`config.mk`:
```
export PLATFORM = sky130hd
export DESIGN_NAME = rom_arbiter_flat
export DESIGN_NICKNAME = d
export VERILOG_FILES = /design/src/rtl/rom_arb_pkg.sv /design/src/rtl/rom_arbiter_if.sv /design/src/rtl/rom_arb_rsp_reg.sv /design/src/rtl/rom_arbiter.sv /design/src/flat_wrapper.sv
export SDC_FILE = /design/constraint.sdc
export NUM_CORES = 1
export LEC_CHECK = 0
export ABC_AREA = 1
export BUFFER_PORTS_ARGS = -buffer_cell sky130_fd_sc_hd__buf_2
export CORE_MARGIN = 2
export CORE_UTILIZATION = 49
export DETAILED_ROUTE_END_ITERATION = 7
export MAX_ROUTING_LAYER = met4
export PLACE_DENSITY = 0.94
export RECOVER_POWER = 100
export REMOVE_ABC_BUFFERS = 1
export SYNTH_ARGS = -nofsm -noshare
export SYNTH_HDL_FRONTEND = slang
export SYNTH_SLANG_ARGS = --single-unit
```
`constraint.sdc`:
```
create_clock -name clk -period 6.1 [get_ports clk]
set_input_delay 1.83 -clock clk [delete_from_list [all_inputs] [get_ports clk]]
set_output_delay 1.83 -clock clk [all_outputs]
set_load 0.01 [all_outputs]
```
`src/rtl/rom_arb_pkg.sv`:
```
// Shared types and helpers for the ROM arbiter: port ids, response record, address check.
package rom_arb_pkg;

  typedef enum logic {
    PORT_I = 1'b0,
    PORT_D = 1'b1
  } port_e;

  typedef struct packed {
    logic        valid;
    logic        err;
    logic [31:0] data;
  } rom_rsp_t;

  localparam logic [31:0] ROM_WORD_BYTES = 32'd4;

  // Misaligned, or past the last populated word.
  function automatic logic addr_bad(input logic [31:0] addr, input logic [31:0] rom_bytes);
    return (addr[1:0] != 2'b00) || (addr > (rom_bytes - ROM_WORD_BYTES));
  endfunction

endpackage

```
`src/rtl/rom_arbiter_if.sv`:
```
// Request/response bundle for the I-port and D-port of the ROM arbiter.
interface rom_arbiter_if;

  logic        i_req;
  logic [31:0] i_addr;
  logic        i_gnt;
  logic        i_rvalid;
  logic [31:0] i_rdata;
  logic        i_err;

  logic        d_req;
  logic [31:0] d_addr;
  logic        d_gnt;
  logic        d_rvalid;
  logic [31:0] d_rdata;
  logic        d_err;

  modport master (
    output i_req, i_addr, d_req, d_addr,
    input  i_gnt, i_rvalid, i_rdata, i_err,
    input  d_gnt, d_rvalid, d_rdata, d_err
  );

  modport slave (
    input  i_req, i_addr, d_req, d_addr,
    output i_gnt, i_rvalid, i_rdata, i_err,
    output d_gnt, d_rvalid, d_rdata, d_err
  );

endinterface

```
`src/rtl/rom_arb_rsp_reg.sv`:
```
// Per-port response register: captures ROM word or error on the edge after a grant.
// Latency 1 cycle; no backpressure, valid is a single-cycle pulse and data holds otherwise.
module rom_arb_rsp_reg
  import rom_arb_pkg::*;
(
  input  logic        clk,
  input  logic        rst,
  input  logic        capture,
  input  logic        err,
  input  logic [31:0] rom_val,
  output rom_rsp_t    rsp
);

  always_ff @(posedge clk or posedge rst) begin
    if (rst) begin
      rsp <= '0;
    end else begin
      rsp.valid <= capture;
      rsp.err   <= capture & err;
      // Bad accesses return zero so a ROM default-arm X never leaks out.
      if (capture) begin
        rsp.data <= err ? 32'h0 : rom_val;
      end
    end
  end

endmodule

```
`src/rtl/rom_arbiter.sv`:
```
// Two-port (fetch/load) arbiter for a combinational ROM; optional round-robin via ROM_ARB_RR_EN.
// Latency: grant same cycle, response 1 cycle later; backpressure: loser sees gnt=0 and holds req.
module rom_arbiter
  import rom_arb_pkg::*;
#(
  parameter logic [31:0] ROM_BYTES = 32'hF0,
  parameter int          CNT_W     = 16
) (
  input  logic             clk,
  input  logic             rst,
  rom_arbiter_if.slave     bus,
  output logic [31:0]      rom_addr,
  input  logic [31:0]      rom_val,
  output logic [CNT_W-1:0] conflict_cnt
);

  logic        conflict;
  logic        d_win;
  logic [31:0] sel_addr;
  logic        sel_bad;
  rom_rsp_t    i_rsp;
  rom_rsp_t    d_rsp;

  assign conflict = bus.i_req & bus.d_req;

`ifdef ROM_ARB_RR_EN
  port_e last_gnt;

  // Reset to D so the first conflict goes to the I-port.
  always_ff @(posedge clk or posedge rst) begin
    if (rst) begin
      last_gnt <= PORT_D;
    end else if (conflict) begin
      last_gnt <= (last_gnt == PORT_D) ? PORT_I : PORT_D;
    end
  end

  always_comb begin
    d_win = bus.d_req & (~bus.i_req | (last_gnt == PORT_I));
  end
`else
  always_comb begin
    d_win = bus.d_req;
  end
`endif

  assign bus.d_gnt = ~rst & d_win;
  assign bus.i_gnt = ~rst & bus.i_req & ~d_win;

  always_comb begin
    sel_addr = 32'h0;
    if (bus.d_gnt) begin
      sel_addr = bus.d_addr;
    end else if (bus.i_gnt) begin
      sel_addr = bus.i_addr;
    end
  end

  assign rom_addr = {sel_addr[31:2], 2'b00};
  assign sel_bad  = addr_bad(sel_addr, ROM_BYTES);

  always_ff @(posedge clk or posedge rst) begin
    if (rst) begin
      conflict_cnt <= '0;
    end else if (conflict && (conflict_cnt != '1)) begin
      conflict_cnt <= conflict_cnt + CNT_W'(1);
    end
  end

  rom_arb_rsp_reg u_i_rsp (
    .clk     (clk),
    .rst     (rst),
    .capture (bus.i_gnt),
    .err     (sel_bad),
    .rom_val (rom_val),
    .rsp     (i_rsp)
  );

  rom_arb_rsp_reg u_d_rsp (
    .clk     (clk),
    .rst     (rst),
    .capture (bus.d_gnt),
    .err     (sel_bad),
    .rom_val (rom_val),
    .rsp     (d_rsp)
  );

  assign bus.i_rvalid = i_rsp.valid;
  assign bus.i_err    = i_rsp.err;
  assign bus.i_rdata  = i_rsp.data;
  assign bus.d_rvalid = d_rsp.valid;
  assign bus.d_err    = d_rsp.err;
  assign bus.d_rdata  = d_rsp.data;

endmodule

```
`src/flat_wrapper.sv`:
```
// flat-port wrapper written by rule: the top's interface ports become plain ports
module rom_arbiter_flat import rom_arb_pkg::*;
#(
  parameter logic [31:0] ROM_BYTES = 32'hF0,
  parameter int          CNT_W     = 16
)
  (clk, rst, rom_addr, rom_val, conflict_cnt, bus_i_req, bus_i_addr, bus_d_req, bus_d_addr, bus_i_gnt, bus_i_rvalid, bus_i_rdata, bus_i_err, bus_d_gnt, bus_d_rvalid, bus_d_rdata, bus_d_err);
  rom_arbiter_if bus_i ();
  input  logic clk;
  input  logic rst;
  output logic [31:0] rom_addr;
  input  logic [31:0] rom_val;
  output logic [CNT_W-1:0] conflict_cnt;
  input wire logic [$bits(bus_i.i_req)-1:0] bus_i_req;
  input wire logic [$bits(bus_i.i_addr)-1:0] bus_i_addr;
  input wire logic [$bits(bus_i.d_req)-1:0] bus_d_req;
  input wire logic [$bits(bus_i.d_addr)-1:0] bus_d_addr;
  output wire logic [$bits(bus_i.i_gnt)-1:0] bus_i_gnt;
  output wire logic [$bits(bus_i.i_rvalid)-1:0] bus_i_rvalid;
  output wire logic [$bits(bus_i.i_rdata)-1:0] bus_i_rdata;
  output wire logic [$bits(bus_i.i_err)-1:0] bus_i_err;
  output wire logic [$bits(bus_i.d_gnt)-1:0] bus_d_gnt;
  output wire logic [$bits(bus_i.d_rvalid)-1:0] bus_d_rvalid;
  output wire logic [$bits(bus_i.d_rdata)-1:0] bus_d_rdata;
  output wire logic [$bits(bus_i.d_err)-1:0] bus_d_err;
  assign bus_i.i_req = bus_i_req;
  assign bus_i.i_addr = bus_i_addr;
  assign bus_i.d_req = bus_d_req;
  assign bus_i.d_addr = bus_d_addr;
  assign bus_i_gnt = bus_i.i_gnt;
  assign bus_i_rvalid = bus_i.i_rvalid;
  assign bus_i_rdata = bus_i.i_rdata;
  assign bus_i_err = bus_i.i_err;
  assign bus_d_gnt = bus_i.d_gnt;
  assign bus_d_rvalid = bus_i.d_rvalid;
  assign bus_d_rdata = bus_i.d_rdata;
  assign bus_d_err = bus_i.d_err;
  rom_arbiter #(.ROM_BYTES(ROM_BYTES), .CNT_W(CNT_W)) u_core (.clk(clk), .rst(rst), .bus(bus_i), .rom_addr(rom_addr), .rom_val(rom_val), .conflict_cnt(conflict_cnt));
endmodule
```
Yosys cells after proc, flatten, opt, wreduce, memory -nomap -nowiden:

Index checks and enable logic that the tools add are counted.

* add/subtract/negate cells: 1
* equality and inequality tests: 1
* reductions and logical operators: 3
* mux-type cells: 3
* bitwise logic cells: 8
* magnitude comparators: 1

Operators with widths (number)
* 32-bit two-way mux: 3
* 32-bit by 8-bit greater-than comparator with 1-bit output, second input constant: 1
* 16-bit by 1-bit adder with 16-bit output, second input constant: 1
* 16-bit inequality test, second input constant: 1
* 1-bit AND: 6
* 1-bit NOT: 2
* 2-bit nonzero test: 1
* 1-bit logical AND: 1
* 1-bit logical OR: 1

* word-level logic and storage cells: 24
* input port bits: 100
* bits in registers: 84
* output and inout bits: 118

Longest topological paths before layout:

Gate-level depths: netlist of run 1.

* depth after elaboration: 8
* gate-level depth with buffers: 14
* gate-level depth less buffers: 12

Modules after synthesis:

A second synthesis of run 1 with hierarchy kept.

* cells, all modules: 532
* area, all modules: 4312.9 µm²

By module, submodules not included
* rom_arb_rsp_reg: times used 2, cells an instance 145, seq. area each 850.8 µm², area an instance 1402.6 µm²
* rom_arbiter: times used 1, cells an instance 242, seq. area each 400.4 µm², area an instance 1507.7 µm²

Worst setup path after synthesis of run 1:

Ideal clock, no wire load.

* path kind: input to output
* start point: input rst
* end point: output rom_addr[10]
* stages on the path: 4
* setup slack: 832 ps
* arrival: 3438 ps
* cells stage by stage: inv_2 -> buf_2 -> nand4_1 -> nand2_1

* cells in the longest elaborated chain, start to end: 5
* elaborated cells on any way between the ends: 6
* classes of those cells: 2 x mux; 4 x bitwise

Ends and longest elaborated chain
* start: declaration: line flat_wrapper.sv:10 `input logic rst;`
* 1-bit NOT *: line rom_arbiter.sv:47, rom_arbiter.sv:48
* 1-bit AND (2 in series): line rom_arbiter.sv:48 `assign bus.i_gnt = ~rst & bus.i_req & ~d_win;`
* 32-bit two-way mux: line rom_arbiter.sv:54 `end else if (bus.i_gnt) begin`
* 32-bit two-way mux *: line rom_arbiter.sv:52 `if (bus.d_gnt) begin`
* end: declaration: line flat_wrapper.sv:11 `output logic [31:0] rom_addr;`

Mark *: on every way between the ends. The rest lies on a longest branch, timed or not.

Worst setup path after layout of run 1:

* start point: input rst
* end point: output rom_addr[27]

The elaborated chain is that of the path after synthesis.

==> impl_results.md, run 1 <==
- Fmax: 0.183 GHz
- GRT overflow: 0
- Kind of critical path: in -> out
- Critical Path Sink Type: output pin
- Antenna-violating nets left: 0
- Initial antenna violation count: 0
- Most frequent cell after synthesis: nand2_1
- Nets: 824
- Commonest cells post-synth: nand2_1 (202), dfrtp_1 (84), nand4_1 (76), nor2_1 (38), inv_1 (37)
- Worst vdd ir: 0.179 mV
- Clock Sinks: 84
- Hold-fix buffers, CTS: 0
- Post-synth ARST share: 1.00
- Number of setup buffers added after CTS: 0
- Starting Density: 0.511
- Die Ht: 97.0 um
- Final hold violation count: 0
- Placer Congestion: 1.02
- Non-Filler Instances: 833
- DP Worst Slack: 973 ps
- Core area: 8300 sq um
- R2R Path End: u_core.conflict_cnt[15]$_DFFE_PP0P_
- Status: finished with violations
- Leading post-synthesis cells by cell area: dfrtp_1 (50%), nand2_1 (18%), nand4_1 (11%), buf_6 (3.5%), nor2_1 (3.4%)
- Worst-skew pair later-pin latency: 350 ps
- Tightest Pin Transition: 2510 ps
- DP Cell Count: 817
- CP max FO: 27
- Chip width: 97.0 um
- Finish-stage setup viols: 0
- Fin worst setup slack: 645 ps
- TritonCTS clock tree: yes
- Avg Inst Size Synth: 8.06 sq um
- Initial DRC count: 191
- N_diodes: 0
- Synth-to-layout area growth: 25.0%
- Die area: 9420 sq um
- Part of the cycle the worst path needs: 0.894
- Largest net degree at the start of global routing: 48
- Layout cell share with drive strength beyond 1: 0.173
- Worst r2r path cells: 8
- Hpwl dp: 9.19 mm
- Vias in the first global route: 4451
- Drt drc: 0
- CP Launch Point: rst
- Area leader, netlist: dfrtp_1
- CP Launch Type: input pin
- Slew HR: -0.670
- Met1 Use GR: 0.344
- Failing checks: max-capacitance violations, max-slew violations
- Setup slack, reg-to-reg: 4150 ps
- Setup TNS Final: 0 ps
- Netlist cell types: 27
- Min-Delay Path Class: reg -> reg
- PwrDens: 231 nW/um^2
- Sequential-to-total area share from yosys stat: 0.496
- R2R Path Start: u_core.conflict_cnt[0]$_DFFE_PP0P_
- Post-cts resize count: 0
- Crit path capture: rom_addr[27]
- Slew Limit Fails: 86
- Final wirelength: 13.0 mm
- Ys flop type: dfrtp_1
- Most used routing layer: met2
- Share of the synthesized area in the top cell type: 0.496
- Post-Syn Instances: 526
- Routed len/inst: 15.6 um
- H-tree depth: 3
- Clock buffer count from CTS: 9
- Leakage: 0.00300 uW
- Final worst clock skew: 6.27 ps
- Max-cap viol count: 2
- Met2 Usage GRT: 0.478
- Synth warnings: 0
- Unrepaired setup endpoints after global routing: no
- Post-synth EDFFs: 0
- DR vias: 4453
- WP data arrival: 3620 ps
- Worst-path clk slew: 90 ps
- GRT Overall Usage: 0.287
- FF+latch count, synth: 84
- Drt pass-1 iters: 5
- Synthesized cell area: 4240 sq um
- Port-buffer cells: 215
- CTS Buffer Depth: 2
- Root buf cell: clkbuf_8
- Critical Path RT: 4270 ps
- Final worst path period need: 5450 ps
- First-pass GRT wire length: 21.5 mm
- M3 GR Usage: 0.0535
- Rows: 33
- Vias per cell: 5.35
- Ports: 218
-- state kept, by name, indices dropped and copies added (netlist names) --
register,cells
u_core.u_i_rsp.rsp,34
u_core.conflict_cnt,16
u_core.u_d_rsp.rsp,34
-- layout make-up --
class / count / area, sq um
inverters: 39 / 148
clock inverters: 6 / 71.3
well taps: 105 / 131
repair buffers: 222 / 972
clock buffers: 10 / 138
fillers: 755 / 3000
multi-input cells: 367 / 1740
flip-flops and latches: 84 / 2100
-- layout by cell type (no fill, tap or decap), types with 2 or more instances in the layout --
master	instances
o21a_1	2
nand2_1	202
nor2_1	38
clkbuf_1	119
inv_1	38
a22oi_1	3
buf_2	98
nor3_1	3
nand4_1	76
dfrtp_1	84
buf_4	4
xor2_1	7
a21oi_1	6
clkbuf_8	10
nand3_1	9
nor2_4	3
conb_1	2
o21ai_0	2
xnor2_1	8
-- report_power, final --
part           internal, uW  switching [uW]  total, uW
registers               579            27.5        607
clock network           205             214        419
logic                  68.1             132        200
-- worst max-delay path: stages --
cell and delay [ps]:
clkbuf_1 170, clkinvlp_2 470, nand2_2 650, nor2_1 120, a21oi_1 210, inv_1 60, clkbuf_1 130
-- per-stage QoR --
| stage | hold WS (ps) | utilization | total power [uW] | instance area, sq um |
|---|---|---|---|---|
| final | 492 | 0.639 | 1230 | 5300 |
| after global routing | 518 | 0.639 | 1290 | 5300 |
| after CTS | 485 | 0.659 | 1240 | 5470 |
| after detailed placement | 461 | 0.633 | 827 | 5260 |
| after global placement | 457 | 0.633 | 817 | 5260 |
| after floorplan | 516 | - | 718 | 3980 |
-- worst min path at each step --
stage | start | endpoint | slack (ps) | cells past startpoint
6_report | u_core.u_d_rsp.rsp[28]$_DFFE_PP0P_ | u_core.u_d_rsp.rsp[28]$_DFFE_PP0P_ | 490 | 2
3_3_place_gp | u_core.u_i_rsp.rsp[11]$_DFFE_PP0N_ | u_core.u_i_rsp.rsp[11]$_DFFE_PP0N_ | 460 | 2
4_1_cts | u_core.u_d_rsp.rsp[17]$_DFFE_PP0P_ | u_core.u_d_rsp.rsp[17]$_DFFE_PP0P_ | 480 | 2
2_1_floorplan | u_core.u_d_rsp.rsp[0]$_DFFE_PP0P_ | u_core.u_d_rsp.rsp[0]$_DFFE_PP0P_ | 520 | 2
5_1_grt | u_core.u_d_rsp.rsp[6]$_DFFE_PP0P_ | u_core.u_d_rsp.rsp[6]$_DFFE_PP0P_ | 520 | 2
3_5_place_dp | u_core.u_d_rsp.rsp[17]$_DFFE_PP0P_ | u_core.u_d_rsp.rsp[17]$_DFFE_PP0P_ | 460 | 2
-- layer usage --
metal,up-vias,wire length (um)
met5,-,0
met3,40,902
met2,222,6600
li1,2097,-
met4,0,439
met1,2094,5060
-- cells by family (layout without fill, tap and decap cells) --
family                     count (synthesis)  after routing  synth area share
xor gates and xnor gates                  15             15            0.0310
buffers and inverters                     76            277            0.0970
and+or+nand+nor                          336            336             0.354
other                                      1              2          0.000884
AOI/OAI and AO/OA                         13             13            0.0183
DFF                                       84             84             0.496
adders and majority gates                  1              1           0.00295
Power figures use the tool's default switching activity.
==> inputs of run 2 (changes only) <==
--- a/config.mk
+++ b/config.mk
@@ -7,6 +7,7 @@
 export LEC_CHECK = 0
 export ABC_AREA = 1
 export BUFFER_PORTS_ARGS = -buffer_cell sky130_fd_sc_hd__buf_2
+export CORE_ASPECT_RATIO = 0.9
 export CORE_MARGIN = 2
 export CORE_UTILIZATION = 49
 export DETAILED_ROUTE_END_ITERATION = 7
==> constraint.sdc (replaced) <==
create_clock -name clk -period 6.91 [get_ports clk]
set_input_delay 2.073 -clock clk [delete_from_list [all_inputs] [get_ports clk]]
set_output_delay 2.073 -clock clk [all_outputs]
set_load 0.01 [all_outputs]
==> run 2 against run 1 <==
The flow still finishes with violations (max-capacitance violations, max-slew violations). Worst hold slack got worse by 2.1 ps. Flip-flop and latch count is the same. Sequential share of layout area up 0.16 points. Worst setup slack worse by 16 ps. Wire length fell by 1.4%. Clock-buffer cell count grew 1. Critical path depth down 1. Global-route usage is 1.0 points lower. Register-to-register slack improved by 800 ps. Design area fell by 0.40%. Final cell count rose by 1.6%.
==> impl_results.md, run 2 (synthesized netlist as in run 1, its figures left out) <==
- Min-Delay Path Class: reg -> reg
- Vias per cell: 5.27
- Worst-skew pair later-pin latency: 350 ps
- Final wirelength: 12.8 mm
- CP Launch Type: input pin
- Hold-fix buffers, CTS: 0
- Initial DRC count: 265
- Rows: 32
- Met1 Wirelength: 5.03 mm
- Setup TNS Final: 0 ps
- Drt pass-1 iters: 5
- Clock buffer count from CTS: 9
- Synth-to-layout area growth: 24.5%
- Initial antenna violation count: 0
- Unrepaired setup endpoints after global routing: no
- Starting Density: 0.500
- Final worst clock skew: 2.25 ps
- Slew Limit Fails: 55
- Routed len/inst: 15.1 um
- DR WL met3: 932 um
- Slew HR: -0.900
- WP data arrival: 4210 ps
- Leakage: 0.00298 uW
- GRT Overall Usage: 0.277
- Tightest Pin Transition: 2850 ps
- Most frequent cells in the layout: nand2_1 (202), clkbuf_1 (119), buf_2 (99)
- Antenna-violating nets left: 0
- Final worst path period need: 6280 ps
- Layout cell share with drive strength beyond 1: 0.172
- Critical Path RT: 4840 ps
- Part of the cycle the worst path needs: 0.909
- Largest regs: u_core.u_d_rsp.rsp: 34 flops, u_core.u_i_rsp.rsp: 34 flops, u_core.conflict_cnt: 16 flops
- Critical Path Sink Type: output pin
- Root buf cell: clkbuf_8
- TritonCTS clock tree: yes
- Met2 routed WL: 6.54 mm
- Die area: 9420 sq um
- Clock Sinks: 84
- Port-buffer cells: 215
- Largest net degree at the start of global routing: 66
- Kind of critical path: in -> out
- CTS Buffer Depth: 2
- Placer Congestion: 0.898
- Core area: 8490 sq um
- Highest Signal Layer: met4
- Finish-stage setup viols: 0
- DR vias: 4460
- Number of setup buffers added after CTS: 0
- Max-cap viol count: 1
- First-pass GRT wire length: 19.9 mm
- Final hold violation count: 0
- Drt drc: 0
- H-tree depth: 3
- PwrDens: 195 nW/um^2
- Status: finished with violations
- CP max FO: 43
- Most common cell after layout, fill and taps aside: nand2_1
- Hpwl dp: 9.37 mm
- Worst vdd ir: 0.131 mV
- Chip width: 102 um
- Layout Utilization: 0.622
- Post-cts resize count: 0
- Ports: 218
- Worst-path clk slew: 90 ps
- Fmax: 0.159 GHz
- GRT overflow: 0
- Vias in the first global route: 4240
- Nets: 823
- Failing checks: max-capacitance violations, max-slew violations
- N_diodes: 0
- Die Ht: 92.3 um
-- run 2: where the power goes --
part | switching (uW) | leakage [uW] | internal [uW]
registers | 26.1 | 0.00115 | 511
logic | 115 | 0.00175 | 59.9
clock network | 178 | 0.0000855 | 141
total | 319 | 0.00298 | 712
-- run 2: worst max-delay path, cell delays in order --
cell	delay (ps)
clkbuf_1	120
clkinv_2	480
nand3_2	840
o21a_1	470
inv_1	60
clkbuf_1	140
-- run 2: final timing paths --
check	from	end	slack, ps	cells past startpoint
worst max-delay path	rst	rom_addr[9]	630	6
worst min register to register	u_core.u_i_rsp.rsp[8]$_DFFE_PP0N_	u_core.u_i_rsp.rsp[8]$_DFFE_PP0N_	490	2
min in group asynchronous	rst	u_core.u_d_rsp.rsp[4]$_DFFE_PP0P_	1850	2
worst max register to register	u_core.conflict_cnt[0]$_DFFE_PP0P_	u_core.conflict_cnt[15]$_DFFE_PP0P_	4950	8
max in group asynchronous	rst	u_core.u_d_rsp.rsp[5]$_DFFE_PP0P_	1950	3
worst min-delay path	u_core.u_i_rsp.rsp[8]$_DFFE_PP0N_	u_core.u_i_rsp.rsp[8]$_DFFE_PP0N_	490	2
-- run 2: area by class of cell --
type,instances,area (sq um)
multi-input combinational,367,1740
inverter,39,148
clock inverter,5,37.5
timing repair buffer,221,966
tap,119,149
clock buffer,11,141
fill,833,3210
sequential,84,2100
-- run 2: metal layers --
layer | GRT usage | vias up
met3 | 0.0381 | 26
met4 | 0.123 | 0
met2 | 0.464 | 230
li1 | - | 2097
met1 | 0.332 | 2107
met5 | - | -
-- run 2: through the flow --
stage | total power [uW] | hold WS, ps | setup WS (ps) | instances | area, sq um
after detailed placement | 730 | 460 | 829 | 830 | 5270
final | 1030 | 490 | 630 | 846 | 5280
after floorplan | 633 | 516 | 128 | 490 | 3980
after CTS | 1050 | 486 | 810 | 846 | 5450
after global routing | 1080 | 512 | 375 | 846 | 5280
after global placement | 723 | 458 | 915 | 830 | 5270
==> inputs of run 3 (changes only) <==
--- a/config.mk
+++ b/config.mk
@@ -13,7 +13,7 @@
 export DETAILED_ROUTE_END_ITERATION = 7
 export MAX_ROUTING_LAYER = met4
 export PLACE_DENSITY = 0.94
-export RECOVER_POWER = 100
+export RECOVER_POWER = 25
 export REMOVE_ABC_BUFFERS = 1
 export SYNTH_ARGS = -nofsm -noshare
 export SYNTH_HDL_FRONTEND = slang
==> run 3 against run 2 <==
The run now ends clean. Largest cell class unchanged. Worst hold slack worse by 3.9 ps. Fmax is 2.8% higher. First-iteration DRC count is 10% higher.
==> impl_results.md, run 3 (synthesized netlist as in run 1, its figures left out) <==
- R2R Path Start: u_core.conflict_cnt[0]$_DFFE_PP0P_
- Largest regs: u_core.u_d_rsp.rsp: 34 flops, u_core.u_i_rsp.rsp: 34 flops, u_core.conflict_cnt: 16 flops
- Vias per cell: 5.26
- Worst-skew pair later-pin latency: 350 ps
- Port-buffer cells: 215
- CP Launch Type: input pin
- Max-cap viol count: 0
- Chip width: 102 um
- Vias in the first global route: 4240
- Hold worst-path end: u_core.u_d_rsp.rsp[14]$_DFFE_PP0P_
- Critical Path RT: 4840 ps
- Initial DRC count: 292
- Setup slack, reg-to-reg: 4940 ps
- Final wirelength: 12.8 mm
- PwrDens: 192 nW/um^2
- Die Ht: 92.3 um
- Critical Path Sink Type: output pin
- Routed len/inst: 15.1 um
- Hold_sp: u_core.u_d_rsp.rsp[14]$_DFFE_PP0P_
- Final worst path period need: 6110 ps
- Core area: 8490 sq um
- CP Buf/Inv Count: 4
- Layout Utilization: 0.636
- CP max-delay cell: nand2_2
- R2R Path End: u_core.conflict_cnt[15]$_DFFE_PP0P_
- Slew Limit Fails: 0
- Status: completed
- Slew HR: 0.415
- Setup TNS Final: 0 ps
- WP data arrival: 4040 ps
- CP max FO: 43
- Crit-path leading delay family: buffers and inverters
- Kind of critical path: in -> out
- Post-cts resize count: 0
- Final hold violation count: 0
- Clock buffer count from CTS: 9
- Min-Delay Path Class: reg -> reg
- Nets: 823
- Drt pass-1 iters: 5
- CTS Buffer Depth: 2
- Clock Sinks: 84
- Filler cells: 773
- Layout cell share with drive strength beyond 1: 0.286
- Initial antenna violation count: 0
- Finish-stage setup viols: 0
- Hpwl dp: 9.37 mm
- Part of the cycle the worst path needs: 0.884
- Worst vdd ir: 0.131 mV
- Tightest Pin Transition: 876 ps
- GRT overflow: 0
- Final worst clock skew: 2.72 ps
- Worst r2r path cells: 8
- Hold-fix buffers, CTS: 0
- Most frequent cells in the layout: nand2_1 (202), buf_2 (179), dfrtp_1 (84)
- N_diodes: 0
- Drt drc: 0
- CP peak stage delay: 700 ps
- Die area: 9420 sq um
- H-tree depth: 3
- GRT Overall Usage: 0.277
- Hold path depth: 2
- Leakage: 0.00331 uW
- Placer Congestion: 0.898
- First-pass GRT wire length: 19.9 mm
- Largest net degree at the start of global routing: 66
- Unrepaired setup endpoints after global routing: no
- Starting Density: 0.500
- Number of setup buffers added after CTS: 0
- Worst-path clk slew: 90 ps
- Root buf cell: clkbuf_8
- Ports: 218
- DR vias: 4452
- Synth-to-layout area growth: 27.3%
- Cells along the critical path: clkbuf_1 > clkinv_2 > nand2_2 > nor2_1 > a21oi_1 > inv_1 > buf_2
- Most common cell after layout, fill and taps aside: nand2_1
- Rows: 32
- Fmax: 0.164 GHz
- TritonCTS clock tree: yes
- Antenna-violating nets left: 0
==> run 3: worst max-delay path by stage <==
stage	from	end	slack (ps)	cells past startpoint
floorplan	rst	rom_addr[15]	130	5
global placement	rst	rom_addr[31]	920	7
detailed placement	rst	rom_addr[31]	830	7
CTS	rst	rom_addr[31]	810	7
global route	rst	rom_addr[16]	540	7
finish	rst	rom_addr[31]	800	7
==> run 3: metrics by stage <==
stage	cell area [sq um]	hold WS [ps]	setup slack, ps	std cells	total power, uW
after floorplan	3980	516	128	490	633
after global placement	5270	458	915	830	723
after detailed placement	5270	460	829	830	730
after CTS	5450	486	810	846	1050
after global routing	5400	512	539	846	1080
final	5400	486	799	846	1040
==> run 3: final cells by class <==
type	count	area [sq um]	area share
inverter	39	148	0.0273
timing repair buffer	221	1080	0.199
clock inverter	5	37.5	0.00695
clock buffer	11	141	0.0262
tap	119	149	0.0276
multi-input combinational	367	1750	0.323
sequential	84	2100	0.389
==> run 3: where the power goes <==
| part | switching [uW] | total (uW) | internal, uW | leakage, uW |
|---|---|---|---|---|
| sequential | 25.6 | 537 | 511 | 0.00115 |
| clock | 176 | 318 | 141 | 0.0000855 |
| combinational | 115 | 183 | 68.3 | 0.00208 |
==> run 3: per-layer routing <==
metal / global-route usage / share of wire / up-vias
li1: - / - / 2096
met1: 0.332 / 0.39 / 2079
met2: 0.464 / 0.51 / 245
met3: 0.0381 / 0.076 / 32
met4: 0.123 / 0.028 / 0
met5: - / 0 / -
==> run 3: worst register-to-register path: stages (launching register included) <==
cell and delay, ps:
dfrtp_1 440, ha_1 230, nand3_1 130, nor2_1 90, nand3_1 70, nand2_1 160, nor3_1 410, nand3_1 160
xor2_1 180
